--- src/rtl/mac_pkg.sv ---
// Shared types and the accumulator scaling helper for the MAC array.
package mac_pkg;

  // Widest accumulator the scaling helper supports.
  localparam int unsigned MaxW = 128;

  typedef struct packed {
    logic round;
    logic sat;
  } mac_mode_t;

  typedef struct packed {
    logic            ovf;
    logic [MaxW-1:0] val;
  } mac_scaled_t;

  // Optionally round half-up, arithmetic shift by scale, then range-check
  // against a signed out_w-bit result and clamp when sat is set.
  // Without sat the caller keeps the low out_w bits of val.
  function automatic mac_scaled_t mac_scale(input logic signed [MaxW-1:0] s,
                                            input logic                   round,
                                            input logic                   sat,
                                            input int unsigned            scale,
                                            input int unsigned            out_w);
    logic signed [MaxW-1:0] t;
    logic signed [MaxW-1:0] r;
    logic signed [MaxW-1:0] hi;
    logic signed [MaxW-1:0] lo;
    mac_scaled_t            res;
    t = s;
    if (round && (scale != 0)) begin
      t = t + (MaxW'(1) << (scale - 1));
    end
    r  = t >>> scale;
    hi = (MaxW'(1) << (out_w - 1)) - MaxW'(1);
    lo = ~hi;
    res.ovf = (r > hi) || (r < lo);
    if (sat && (r > hi)) begin
      res.val = hi;
    end else if (sat && (r < lo)) begin
      res.val = lo;
    end else begin
      res.val = r;
    end
    return res;
  endfunction

endpackage

--- src/rtl/mac_lane.sv ---
// One MAC lane: operand register, product pipeline, accumulator and result
// register. Pipeline enable and transaction control come from mac_array.
module mac_lane
  import mac_pkg::*;
#(
  parameter int unsigned A_WIDTH   = 16,
  parameter int unsigned B_WIDTH   = 16,
  parameter int unsigned ACC_WIDTH = 48,
  parameter int unsigned OUT_WIDTH = 16,
  parameter int unsigned OUT_SCALE = 16,
  parameter int unsigned PIPE      = 2
) (
  input  logic                        clk_i,
  input  logic                        rst_ni,
  input  logic                        en_i,
  input  logic signed [A_WIDTH-1:0]   a_i,
  input  logic signed [B_WIDTH-1:0]   b_i,
  input  logic                        acc_en_i,
  input  logic                        last_i,
  input  mac_mode_t                   mode_i,
  output logic        [OUT_WIDTH-1:0] res_o,
  output logic                        ovf_o
);

  localparam int unsigned PW = A_WIDTH + B_WIDTH;

  logic signed [A_WIDTH-1:0]   a_q;
  logic signed [B_WIDTH-1:0]   b_q;
  logic signed [PW-1:0]        prod_d [PIPE];
  logic signed [PW-1:0]        prod_q [PIPE];
  logic signed [ACC_WIDTH-1:0] acc_d, acc_q;
  logic signed [ACC_WIDTH-1:0] sum;
  logic        [OUT_WIDTH-1:0] res_d, res_q;
  logic                        ovf_d, ovf_q;
  mac_scaled_t                 scaled;
  logic                        unused_hi;

  // Full-precision product enters stage 0, then shifts down the pipe.
  always_comb begin
    prod_d[0] = PW'(a_q) * PW'(b_q);
    for (int i = 1; i < PIPE; i++) begin
      prod_d[i] = prod_q[i-1];
    end
  end

  // Accumulate non-last beats; on the last beat scale into the result and
  // restart the accumulator from zero.
  always_comb begin
    sum    = acc_q + ACC_WIDTH'(prod_q[PIPE-1]);
    scaled = mac_scale(MaxW'(sum), mode_i.round, mode_i.sat, OUT_SCALE, OUT_WIDTH);
    acc_d  = acc_q;
    res_d  = res_q;
    ovf_d  = ovf_q;
    if (acc_en_i) begin
      if (last_i) begin
        acc_d = '0;
        res_d = scaled.val[OUT_WIDTH-1:0];
        ovf_d = scaled.ovf;
      end else begin
        acc_d = sum;
      end
    end
  end

  // Only the low OUT_WIDTH bits of the scaled value reach the result.
  assign unused_hi = ^scaled.val[MaxW-1:OUT_WIDTH];

  // Operand and product registers advance together under the shared enable.
  always_ff @(posedge clk_i or negedge rst_ni) begin
    if (!rst_ni) begin
      a_q <= '0;
      b_q <= '0;
      for (int i = 0; i < PIPE; i++) begin
        prod_q[i] <= '0;
      end
    end else if (en_i) begin
      a_q    <= a_i;
      b_q    <= b_i;
      prod_q <= prod_d;
    end
  end

  // Accumulator and result register.
  always_ff @(posedge clk_i or negedge rst_ni) begin
    if (!rst_ni) begin
      acc_q <= '0;
      res_q <= '0;
      ovf_q <= 1'b0;
    end else begin
      acc_q <= acc_d;
      res_q <= res_d;
      ovf_q <= ovf_d;
    end
  end

  assign res_o = res_q;
  assign ovf_o = ovf_q;

endmodule

--- src/rtl/mac_array.sv ---
// Multi-lane pipelined signed MAC with valid/ready handshake. Owns the
// handshake, per-stage valid/last/mode tracking and the output valid flag.
module mac_array
  import mac_pkg::*;
#(
  parameter int unsigned A_WIDTH   = 16,
  parameter int unsigned B_WIDTH   = 16,
  parameter int unsigned ACC_WIDTH = 48,
  parameter int unsigned OUT_WIDTH = 16,
  parameter int unsigned OUT_SCALE = 16,
  parameter int unsigned LANES     = 4,
  parameter int unsigned PIPE      = 2
) (
  input  logic                       clk,
  input  logic                       arst_n_in,
  input  logic                       in_valid,
  output logic                       in_ready,
  input  logic [LANES*A_WIDTH-1:0]   a_in,
  input  logic [LANES*B_WIDTH-1:0]   b_in,
  input  logic                       in_last,
  input  logic                       round_in,
  input  logic                       sat_in,
  output logic                       out_valid,
  input  logic                       out_ready,
  output logic [LANES*OUT_WIDTH-1:0] out,
  output logic [LANES-1:0]           out_ovf
);

  logic                  stall, en, fire, res_load;
  logic                  v0_d, v0_q;
  logic                  last0_d, last0_q;
  mac_mode_t             mode0_d, mode0_q;
  logic      [PIPE-1:0]  vld_d, vld_q;
  logic      [PIPE-1:0]  last_d, last_q;
  mac_mode_t [PIPE-1:0]  mode_d, mode_q;
  logic                  out_valid_d, out_valid_q;

  // Handshake: a held result that is not being taken freezes everything.
  always_comb begin
    stall    = out_valid_q & ~out_ready;
    en       = ~stall;
    in_ready = en;
    fire     = vld_q[PIPE-1] & en;
    res_load = fire & last_q[PIPE-1];
  end

  // Control shadow of the datapath: operand stage then PIPE product stages.
  always_comb begin
    v0_d         = in_valid;
    last0_d      = in_last;
    mode0_d.round = round_in;
    mode0_d.sat   = sat_in;
    vld_d[0]     = v0_q;
    last_d[0]    = last0_q;
    mode_d[0]    = mode0_q;
    for (int i = 1; i < PIPE; i++) begin
      vld_d[i]  = vld_q[i-1];
      last_d[i] = last_q[i-1];
      mode_d[i] = mode_q[i-1];
    end
    // A new result may replace a consumed one in the same edge.
    if (res_load) begin
      out_valid_d = 1'b1;
    end else if (out_ready) begin
      out_valid_d = 1'b0;
    end else begin
      out_valid_d = out_valid_q;
    end
  end

  // Stage valids advance only when not stalled.
  always_ff @(posedge clk or negedge arst_n_in) begin
    if (!arst_n_in) begin
      v0_q        <= 1'b0;
      last0_q     <= 1'b0;
      mode0_q     <= '0;
      vld_q       <= '0;
      last_q      <= '0;
      mode_q      <= '0;
      out_valid_q <= 1'b0;
    end else begin
      if (en) begin
        v0_q    <= v0_d;
        last0_q <= last0_d;
        mode0_q <= mode0_d;
        vld_q   <= vld_d;
        last_q  <= last_d;
        mode_q  <= mode_d;
      end
      out_valid_q <= out_valid_d;
    end
  end

  assign out_valid = out_valid_q;

  for (genvar gi = 0; gi < LANES; gi++) begin : g_lane
    mac_lane #(
      .A_WIDTH  (A_WIDTH),
      .B_WIDTH  (B_WIDTH),
      .ACC_WIDTH(ACC_WIDTH),
      .OUT_WIDTH(OUT_WIDTH),
      .OUT_SCALE(OUT_SCALE),
      .PIPE     (PIPE)
    ) u_lane (
      .clk_i   (clk),
      .rst_ni  (arst_n_in),
      .en_i    (en),
      .a_i     (a_in[gi*A_WIDTH +: A_WIDTH]),
      .b_i     (b_in[gi*B_WIDTH +: B_WIDTH]),
      .acc_en_i(fire),
      .last_i  (last_q[PIPE-1]),
      .mode_i  (mode_q[PIPE-1]),
      .res_o   (out[gi*OUT_WIDTH +: OUT_WIDTH]),
      .ovf_o   (out_ovf[gi])
    );
  end

endmodule

--- config.mk ---
export PLATFORM = sky130hd
export DESIGN_NAME = mac_array
export DESIGN_NICKNAME = d
export VERILOG_FILES = /design/src/rtl/mac_pkg.sv /design/src/rtl/mac_lane.sv /design/src/rtl/mac_array.sv
export SDC_FILE = /design/constraint.sdc
export NUM_CORES = 2
export LEC_CHECK = 0
export CAP_MARGIN = 20
export CORE_MARGIN = 1
export CORE_UTILIZATION = 59
export DETAILED_ROUTE_END_ITERATION = 12
export GPL_ROUTABILITY_DRIVEN = 0
export PLACE_DENSITY = 0.77
export SYNTH_ARGS = -nofsm -noshare
export SYNTH_HDL_FRONTEND = slang
export SYNTH_SLANG_ARGS = --single-unit
--- constraint.sdc ---
create_clock -name clk -period 14.3 [get_ports clk]
set_input_delay 3.575 -clock clk [delete_from_list [all_inputs] [get_ports clk]]
set_output_delay 3.575 -clock clk [all_outputs]
set_load 0.03 [all_outputs]
# Word-level counts from Yosys, hierarchy flattened
# Index checks and enable logic that the tools add are counted.
# totals
wordCells	96
mem_count	0
ff_bits	657
out_inout_bits	70
latch_bits	0
mem_bits_rw	0
input_bits	135
romBits	0
# classes
div	0
bitwise_logic	5
muxes	18
shift	0
n_eq_ne	0
n_mul	4
magnitude_cmp	8
n_reduce_logical	14
n_addsub	8
# op_table
op	count
$mux W128	4
$gt A112 B16 Y1 const B	4
$lt A112 B16 Y1 const B	4
$add A48 B17 Y49 const B	4
$add A48 B32 Y48	4
$mux W48	4
$mul A16 B16 Y32	4
$mux W16	8
$logic_and A1 B1 Y1	8
$logic_or A1 B1 Y1	4
$and A1 B1 Y1	3
$mux W1	2
$not A1 Y1	2
$reduce_and A2 Y1	1
$reduce_bool A2 Y1	1

# Depth between registers and ports, before layout
# logic_depth
word_depth	7
depth_mapped	28
depth_no_buf	26

# Hierarchy
# A second synthesis with hierarchy kept.
# hier_totals
cells_unflattened	8317
area_unflattened_um2	79421.2
# modules_own_cells
mod	cells_per_inst	area_each_um2	seq_area_each_um2	instances
mac_lane (g_lane[0].u_lane)	2126	20124.3	4028.9	1
mac_lane (g_lane[1].u_lane)	2081	19656.4	4028.9	1
mac_lane (g_lane[3].u_lane)	2030	19560.0	4028.9	1
mac_lane (g_lane[2].u_lane)	2049	19527.5	4028.9	1
mac_array	31	553.0	325.3	1

# Worst setup path after synthesis
# No wires, ideal clock.
# synth_timing
kind	in2out
start	in out_ready
end	out in_ready
slack_ps	5986
path_buffers	3
required_ps	10725
cell_stages	5
t_arrival_ps	4739
path_cell_list	nor2b_1 clkinv_1 clkbuf_1 clkbuf_1 clkbuf_1
# synth_between
elab_chain_cells	3
# synth_lines
item	line	source
from (decl)	mac_array.sv:24	input logic out_ready,
$not A1 Y1	mac_array.sv:40	stall = out_valid_q & ~out_ready;
$and A1 B1 Y1	mac_array.sv:40	
$not A1 Y1	mac_array.sv:41	en = ~stall;
to (decl)	mac_array.sv:17	output logic in_ready,
# No other way between the ends.

# Worst setup path in the final report
# Same ends and word-level chain as after synthesis.

==> reports/metrics.yaml <==
yosys.area.top_type: "fa_1"
cp.required_ns: 10.72
vias: 63160
layout-drive-gt1-share_pct: 3.542
cts_buffers: 78
grt_pass1_wl_um: 330200
drt.antenna.violating_nets: 0
grt_usage_pct: 29.76
startpoint_type: "input pin"
syn_avg_cell_area_um2: 8.803
core_area_um2: 133500
relSlewSlack_pct: 27.62
areaGrowthSynthToFinish_pct: 7.159
die_w_um: 368.7
dieArea_um2: 136000
hpwl_um: 149500
yosysTopAreaCellShare_pct: 26.54
hold_viol_final: 0
tightest_slew_ns: 1.086
syn_area_um2: 79340
yosysWarnings: 0
synth_top_family_by_area: "adder cells"
setup_viol: 0
io_pins: 205
synthTopCellsByCount: "nand2_1 (1775), inv_1 (1177), fa_1 (1052), dfrtp_1 (657), ha_1 (520)"
antenna_found_initial: 3
fin_setup_tns_ns: 0
rows: 134
skew_ns: 0.04043
htreeDepth: 3
period_share_pct: 65.55
cts-resized-gates: 0
critPathCaptureType: "output pin"
min_path_type: "reg2reg"
synth-compound-area-share_pct: 12.95
synthArstFlopShare_pct: 100.0
synth_edf_count: 0
final_nets: 10627
portBuffers: 204
synth.area.mux_share_pct: 0.4242
rsz0062_at_grt: "false"
holdBufCountCts: 0
grt_max_degree: 223
worstSetupPathType: "in2out"
clk_path_buf_depth: 3
viasPerCell: 5.876
ys_seq_area_share_pct: 20.72
clock_sinks: 657
synth_fa_ha_area_share_pct: 34.74
syn-num-nets: 10720
clock.fmax_mhz: 106.7
clk_pin_slew_ns: 0.06
die_h_um: 368.7
first_pass_iters: 6
overflow: 0
initial_core_util_pct: 59.45
routed_wl_um: 197900
syn_inst: 9013
grt_pass1_vias: 64982
fin_crit_ns: 9.373
drc: 0
synth_ff_type: "dfrtp_1"
post-synth-top-count-cell: "nand2_1"
synth-xor-area-share_pct: 3.632
slew_violations: 0
yosys.area_share.simple_pct: 19.87
cp_max_fo: 69
maxCapViolCount: 0
cts_root_buf: "clkbuf_16"
post-cts-setup-buffer-count: 0
status: "finished clean"
synth.distinct_cells: 128
ys_seq_elements: 657
worstPathArrival_ns: 5.80
drt_iter0_markers: 5383
wire_per_inst_um: 18.41
cts_tree: "built"
synthTopCellsByArea: "fa_1 (27%), dfrtp_1 (21%), nand2_1 (8.4%), ha_1 (8.2%), inv_1 (5.6%)"
clock_latency_ns: 0.69
routing by layer:
metal  vias up  track usage, %  wire length (um)
met5         -               0                13
met4         2           8.809              5154
met3       359           4.930             15300
met2      2218           47.62             91950
met1     31496           41.69             85470
li1      29085               -                 -
layout make-up:
class,count,area (um2)
timing repair buffer,235,2344
fill,10996,48440
clock inverter,38,546.8
multi-input combinational,6769,56850
sequential,657,16440
tap,1768,2212
antenna,1,2.502
inverter,1179,4433
clock buffer,101,2191
cells by family after synthesis:
group,Yosys count
flip-flops,657
XOR/XNOR,329
buffers and inverters,1587
AND/OR/NAND/NOR,3348
AO/OA/AOI/OAI,1488
multiplexers,32
adder cells (fa/ha/maj),1572
per-stage QoR:
step / instances / hold slack (ns) / utilization, % / cell area, um2 / setup WS (ns)
after CTS: 10745 / 0.4596 / 63.70 / 85010 / 4.832
after global placement: 10605 / 0.4492 / 61.64 / 82260 / 4.855
final: 10748 / 0.4636 / 63.71 / 85020 / 4.927
after detailed placement: 10606 / 0.4552 / 61.65 / 82270 / 4.839
after global routing: 10747 / 0.4770 / 63.71 / 85020 / 4.742
after floorplan: 9013 / 0.4386 / - / 79340 / 5.986
placed cells by master (no fill, tap or decap), types with 42 or more instances in the layout:
| master | Yosys | final |
|---|---|---|
| a211oi_1 | 46 | 46 |
| a21o_1 | 133 | 133 |
| a21oi_1 | 337 | 337 |
| a22o_1 | 86 | 86 |
| a31oi_1 | 52 | 52 |
| and2_1 | 468 | 468 |
| and3_1 | 76 | 75 |
| clkbuf_16 | 0 | 80 |
| clkdlybuf4s50_1 | 0 | 203 |
| dfrtp_1 | 657 | 657 |
| fa_1 | 1052 | 1052 |
| ha_1 | 520 | 520 |
| inv_1 | 1177 | 1177 |
| nand2_1 | 1775 | 1774 |
| nand2b_1 | 109 | 109 |
| nand3_1 | 120 | 120 |
| nand4_1 | 54 | 54 |
| nor2_1 | 361 | 360 |
| nor3_1 | 118 | 118 |
| o211ai_1 | 51 | 51 |
| o21a_1 | 64 | 64 |
| o21ai_0 | 302 | 302 |
| o21bai_1 | 42 | 42 |
| o31ai_1 | 43 | 43 |
| or3_1 | 46 | 46 |
| xnor2_1 | 216 | 216 |
| xor2_1 | 113 | 113 |
final timing paths:
path	cells after the start	start	end	slack (ns)
hold reg to reg	2	g_lane[3].u_lane.prod_d[29]	g_lane[3].u_lane.prod_q[29]	0.46
hold / removal	2	g_lane[3].u_lane.prod_d[29]	g_lane[3].u_lane.prod_q[29]	0.46
setup reg to reg	23	g_lane[2].u_lane.b_q[3]	g_lane[2].u_lane.prod_d[31]	6.31
max in group asynchronous	3	arst_n_in	g_lane[1].u_lane.a_q[15]	9.12
min in group asynchronous	1	arst_n_in	g_lane[2].u_lane.acc_q[43]	2.91
setup / recovery	5	out_ready	in_ready	4.93
flip-flops by register name, indices dropped and copies added, names as in the netlist:
| signal | count |
|---|---|
| g_lane.u_lane.prod_d | 128 |
| v0_q | 1 |
| mode0_q | 2 |
| mode_d | 2 |
| g_lane.u_lane.acc_q | 192 |
| last_q | 2 |
| mode_q | 2 |
| g_lane.u_lane.b_q | 64 |
| g_lane.u_lane.a_q | 64 |
| out_valid | 1 |
| g_lane.u_lane.ovf_o | 4 |
| g_lane.u_lane.prod_q | 128 |
| vld_q | 2 |
| last0_q | 1 |
| g_lane.u_lane.res_o | 64 |
critical path: stages:
cell and delay [ns]:
clkdlybuf4s50_1 0.44, nor2b_4 0.15, buf_4 0.58, inv_8 0.31
clkdlybuf4s50_1 0.69
Power is not shown: default switching activity piles up to over one toggle a cycle in this logic, so the estimate is an artifact.
